`config.mk`:
```
export PLATFORM = sky130hd
export DESIGN_NAME = full_adder_4bit
export DESIGN_NICKNAME = d
export VERILOG_FILES = /design/src/rtl/full_adder_4bit.sv
export SDC_FILE = /design/constraint.sdc
export NUM_CORES = 1
export LEC_CHECK = 0
export ABC_CLOCK_PERIOD_IN_PS = 5000
export CORE_AREA = 2 2 39 41
export CTS_BUF_LIST = sky130_fd_sc_hd__clkbuf_8
export CTS_CLUSTER_SIZE = 30
export DETAILED_ROUTE_END_ITERATION = 12
export DIE_AREA = 0 0 41 43
export GPL_TIMING_DRIVEN = 0
export PLACE_DENSITY = 0.59
export SKIP_CTS_REPAIR_TIMING = 1
export SYNTH_ARGS = -nofsm -noshare
export SYNTH_HDL_FRONTEND = slang
export SYNTH_SLANG_ARGS = --single-unit
export TNS_END_PERCENT = 20
```
`constraint.sdc`:
```
create_clock -name clk -period 5 [get_ports clk]
set_clock_uncertainty 0.2 [all_clocks]
set_input_delay 1 -clock clk [delete_from_list [all_inputs] [get_ports clk]]
set_output_delay 1 -clock clk [all_outputs]
set_load 0.02 [all_outputs]
```
`src/rtl/full_adder_4bit.sv`:
```
// ----------------------------------------------------------------------------
// full_adder_4bit
//
// Unsigned 4-bit ripple-carry adder built from four chained single-bit
// full-adder cells.
// - Combinational outputs: {Cout, Sum} = A + B + Cin, plus the per-cell
//   carries and a two's-complement overflow flag.
// - Registered outputs: a one-cycle copy of Sum, Cout and Ovf. This stage
//   samples on every rising clk and has no enable.
//
// Ports:
//   clk     in   1  clock for the registered result stage
//   rst     in   1  asynchronous active-high reset; clears the registered stage only
//   A       in   4  addend (unsigned, also read as two's complement for Ovf)
//   B       in   4  addend (unsigned, also read as two's complement for Ovf)
//   Cin     in   1  carry-in to cell 0
//   Sum     out  4  combinational (A + B + Cin) mod 16
//   Cout    out  1  combinational carry-out of cell 3
//   Carry   out  4  combinational carry-out of each cell; Carry[3] == Cout
//   Ovf     out  1  combinational signed overflow, Carry[3] ^ Carry[2]
//   Sum_r   out  4  Sum registered
//   Cout_r  out  1  Cout registered
//   Ovf_r   out  1  Ovf registered
// ----------------------------------------------------------------------------
module full_adder_4bit (
    input  logic       clk,
    input  logic       rst,
    input  logic [3:0] A,
    input  logic [3:0] B,
    input  logic       Cin,
    output logic [3:0] Sum,
    output logic       Cout,
    output logic [3:0] Carry,
    output logic       Ovf,
    output logic [3:0] Sum_r,
    output logic       Cout_r,
    output logic       Ovf_r
);

    // Sum bit of one full-adder cell.
    function automatic logic fa_sum(input logic a, input logic b, input logic c);
        return a ^ b ^ c;
    endfunction

    // Carry-out of one full-adder cell: generate, or propagate the incoming carry.
    function automatic logic fa_carry(input logic a, input logic b, input logic c);
        return (a & b) | (c & (a ^ b));
    endfunction

    logic [3:0] sum_s;
    logic [3:0] carry_s;
    logic       ovf_s;

    // Ripple chain: cell 0 takes Cin, and each later cell takes the previous cell's carry.
    always_comb begin
        sum_s      = 4'b0000;
        carry_s    = 4'b0000;
        sum_s[0]   = fa_sum(A[0], B[0], Cin);
        carry_s[0] = fa_carry(A[0], B[0], Cin);
        for (int i = 1; i < 4; i++) begin
            sum_s[i]   = fa_sum(A[i], B[i], carry_s[i-1]);
            carry_s[i] = fa_carry(A[i], B[i], carry_s[i-1]);
        end
    end

    // Signed overflow occurs when the carry into the sign bit differs from the carry out of it.
    always_comb begin
        ovf_s = carry_s[3] ^ carry_s[2];
    end

    // Drive the combinational outputs.
    always_comb begin
        Sum   = sum_s;
        Carry = carry_s;
        Cout  = carry_s[3];
        Ovf   = ovf_s;
    end

    // Result register: capture every cycle; reset clears it immediately.
    always_ff @(posedge clk or posedge rst) begin
        if (rst) begin
            Sum_r  <= 4'b0000;
            Cout_r <= 1'b0;
            Ovf_r  <= 1'b0;
        end else begin
            Sum_r  <= sum_s;
            Cout_r <= carry_s[3];
            Ovf_r  <= ovf_s;
        end
    end

endmodule

```
# After elaboration in Yosys (flattened, before gate mapping)
# Index checks and enable logic that the tools add are counted.
totals:
  register_bits: 6
  memories: 0
  input_bits: 11
  ram_bits: 0
  latch_bits: 0
  romBits: 0
  out_inout_bits: 16
op_classes:
  reduce_logical: 0
  muxes: 0
  magnitude_cmp: 0
  bitwise: 21
  n_shift: 0
  n_eq_ne: 0
  n_mul: 0
  n_addsub: 0
  div_mod_pow: 0
ops:
  columns: ["cell", "count"]
  rows:
  - ["bitwise XOR 1 bit", 9]
  - ["AND 1 bit", 8]
  - ["OR 1 bit", 4]

# Longest topological paths before layout
logic_depth:
  depth_word: 10
  mapped_depth: 5
  depth_no_buf: 5

# Least setup slack after synthesis
# Ideal clock, no wire load.
synth_timing:
  path_kind: "input port to output port"
  from: "in A[0]"
  to: "out Ovf"
  stages: 5
  path_slack_ps: 157
  arrival_ps: 3643
  cell_sequence: "fa_1 fa_1 fa_1 fa_1 xor2_1"
synth_between:
  elab_chain_cells: 10
  elab_cells_between_ends: 11
  cone_classes: "bitwise (11)"
synth_rtl:
  columns: ["element", "line", "text"]
  rows:
  - ["start: declaration", "28", "input logic [3:0] A,"]
  - ["bitwise XOR 1 bit", "47", "return (a & b) | (c & (a ^ b));"]
  - ["AND 1 bit", "47", null]
  - ["OR 1 bit (*)", "47", null]
  - ["AND 1 bit (*)", "47", null]
  - ["OR 1 bit (*)", "47", null]
  - ["named net Carry[1]", "33", "output logic [3:0] Carry,"]
  - ["AND 1 bit (*)", "47", null]
  - ["OR 1 bit (*)", "47", null]
  - ["named net Carry[2]", "33", null]
  - ["AND 1 bit (*)", "47", null]
  - ["OR 1 bit (*)", "47", null]
  - ["named net Cout", "32", "output logic Cout,"]
  - ["bitwise XOR 1 bit (*)", "68", "ovf_s = carry_s[3] ^ carry_s[2];"]
  - ["end: declaration", "34", "output logic Ovf,"]
# The timed path passes the listed nets; every way through them passes the cells marked *.

# Worst setup path after layout
layout_timing:
  from: "in A[0]"
  to: "out Ovf"
layout_between:
  elab_chain_cells: 10
  elab_cells_between_ends: 11
  cone_classes: "bitwise (11)"
layout_rtl:
  columns: ["element", "line"]
  rows:
  - ["bitwise XOR 1 bit", "47"]
  - ["AND 1 bit", "47"]
  - ["OR 1 bit (*)", "47"]
  - ["AND 1 bit (*)", "47"]
  - ["OR 1 bit (*)", "47"]
  - ["AND 1 bit (*)", "47"]
  - ["OR 1 bit (*)", "47"]
  - ["AND 1 bit", "47"]
  - ["OR 1 bit", "47"]
  - ["bitwise XOR 1 bit (*)", "68"]
# Every way passes the cells marked *; elsewhere a longest branch is shown, timed or not.

==> key figures <==
Synth
  – Synth top area share: 0.600
  – Post-Syn Nets: 28
  – Seq/Total Area, Yosys: 0.600
  – Largest area contributor in the netlist: dfrtp_1
  – FF+latch count, synth: 6
  – Synth top area cells: dfrtp_1, fa_1, xor2_1
  – Synth cell types: 5
  – Synth Instances: 13
  – Mapped cell area: between 200 and 300 sq um
  – YS warnings: 0
  – Post-Syn Area per Cell: 19.2 sq um

Clock tree
  – Sink Count: 6
  – Clock root buffer: clkbuf_8
  – # H-tree levels: 1
  – Max clock buf depth: 2
  – CTS tree: yes
  – Num CTS Buffers: 3
  – Clock-pin slew on the worst setup and hold paths: roughly 0.030 ns

Layout
  – Commonest non-fill, non-tap cells in the layout: clkdlybuf4s50_1, dfrtp_1, fa_1, clkbuf_8, dlymetal6s2s_1
  – Commonest non-fill, non-tap cell in the layout: clkdlybuf4s50_1
  – Finished Cell Area: 579 sq um
  – NumNets Final: 59
  – Non-filler instance count after layout: just under 60
  – Post-Route Utilization: 0.419
  – Layout cells sized above 1: 0.143
  – Fillers: between 100 and 150
  – Synth-to-Final Area Change: 132%
  – ANT cells: 0

STA
  – Min Clock Period, post-route: a little under 5 ns
  – Setup TNS: 0 ns
  – Slew Viols, Final: 0
  – Max_slew headroom: 0.843
  – Worst setup margin: 0.158 ns
  – Final setup viols: 0
  – Slew @ Worst Pin: approximately 0.24 ns
  – WHS: 0.817 ns
  – Final Hold Viols: 0
  – Final critical-path share of the clock period: 0.968
  – RSZ-0062 raised after global routing: no
  – Max frequency: 207 MHz

Setup path
  – CP max stage delay: 0.47 ns
  – Crit-path leading delay family: adder cells
  – Critical Path AT: 3.64 ns
  – Worst setup SP type: primary input
  – Crit-path cells: clkdlybuf4s50_1, fa_1, fa_1, fa_1, fa_2, xor2_1, dlymetal6s2s_1
  – Buf/Inv on CP: 2
  – Worst Path Max Fanout: 4
  – CP required: ~3.8 ns
  – Crit. End Element: output pin
  – CP Class: in -> out
  – CP Depth: 7
  – Cell mode on critical path: fa_1
  – Slowest cell on crit path: fa_1

Floorplan
  – Chip height: 43 um
  – Horiz. Die Dim: between 40 and 50 um
  – Initial Util: 0.181
  – # IOs: 27
  – Die footprint: 0.00176 sq mm
  – Core Rows: 14
  – Core Region: ~0.0014 sq mm

Power
  – LEAKAGE: 0.264 nW
  – Power per cell area: 373 mW/mm^2
  – VDD IR max: 103 uV
  – Total power: 0.216 mW

GRT
  – First-pass GRT wire length: 1.08 mm
  – Gr usage total: 0.102
  – Vias in the first global route: 256
  – Largest net degree at the start of global routing: 7
  – Initial antenna violation count: 0
  – Grt ovf: 0

Placed design
  – Placer Congestion: 0.521
  – Area after DPL: 531 sq um
  – Dpl ws: -0.348 ns
  – Post-Place Cells: 55
  – # port buffers: 26

Outcome
  – Status: finished, final reports clean

Routing
  – Via density: 3.71
  – Initial drt markers: 0
  – DRC Markers: 0
  – TritonRoute pass-1 iters: 1
  – Drt wl/cell: around 12 um
  – Routed Antenna Nets: 0
  – Via count: 215
  – Routed WL: just under 700 um

Worst hold path
  – Hold crit path type: in -> async

Job
  – MaxCap Viol Count: 0
==> how the worst max path moves through the flow <==
| stage | end | startpoint | slack, ns |
|---|---|---|---|
| floorplan | Ovf | A[0] | 0.16 |
| detailed placement | Ovf | A[0] | -0.35 |
| global placement | Ovf | A[0] | -0.28 |
| global route | Ovf | A[0] | 0.04 |
| CTS | Ovf | A[0] | -0.35 |
| finish | Ovf | A[0] | 0.16 |
==> per-layer routing <==
metal	global-route usage	vias up	wire, um	share of wire
li1	-	95	-	-
met1	0.0633	101	170	0.25
met2	0.178	19	399	0.58
met3	0.0471	0	112	0.16
met4	0.100	0	0	0
met5	0	-	0	0
==> cells in the mapped netlist <==
master	n
buf_4	1
dfrtp_1	6
fa_1	4
inv_1	1
xor2_1	1
==> power breakdown <==
part | internal, mW | switching (mW)
Combinational | 0.0447 | 0.0426
Sequential | 0.0569 | 0.00183
Clock | 0.0515 | 0.0187
Total | 0.153 | 0.0631
==> layout make-up <==
| type | count | area [sq um] | area share |
|---|---|---|---|
| Inverter | 1 | 3.75 | 0.00648 |
| Tap cell | 16 | 20.0 | 0.0346 |
| Buffer | 1 | 7.51 | 0.0130 |
| Clock buffer | 3 | 41.3 | 0.0713 |
| Multi-Input combinational cell | 5 | 91.3 | 0.158 |
| Sequential cell | 6 | 150 | 0.259 |
| Timing Repair Buffer | 26 | 265 | 0.458 |
==> state kept, by name (all words and copies together), names as in the netlist <==
| signal | count |
|---|---|
| Sum_r | 4 |
| Cout_r | 1 |
| Ovf_r | 1 |
==> kinds of logic after synthesis <==
kind of cell,after synthesis,synth area share
xor+xnor,1,0.0350
fa+ha+maj,4,0.320
buf+inv,2,0.0450
flops,6,0.600
Power figures use the tool's default switching activity.
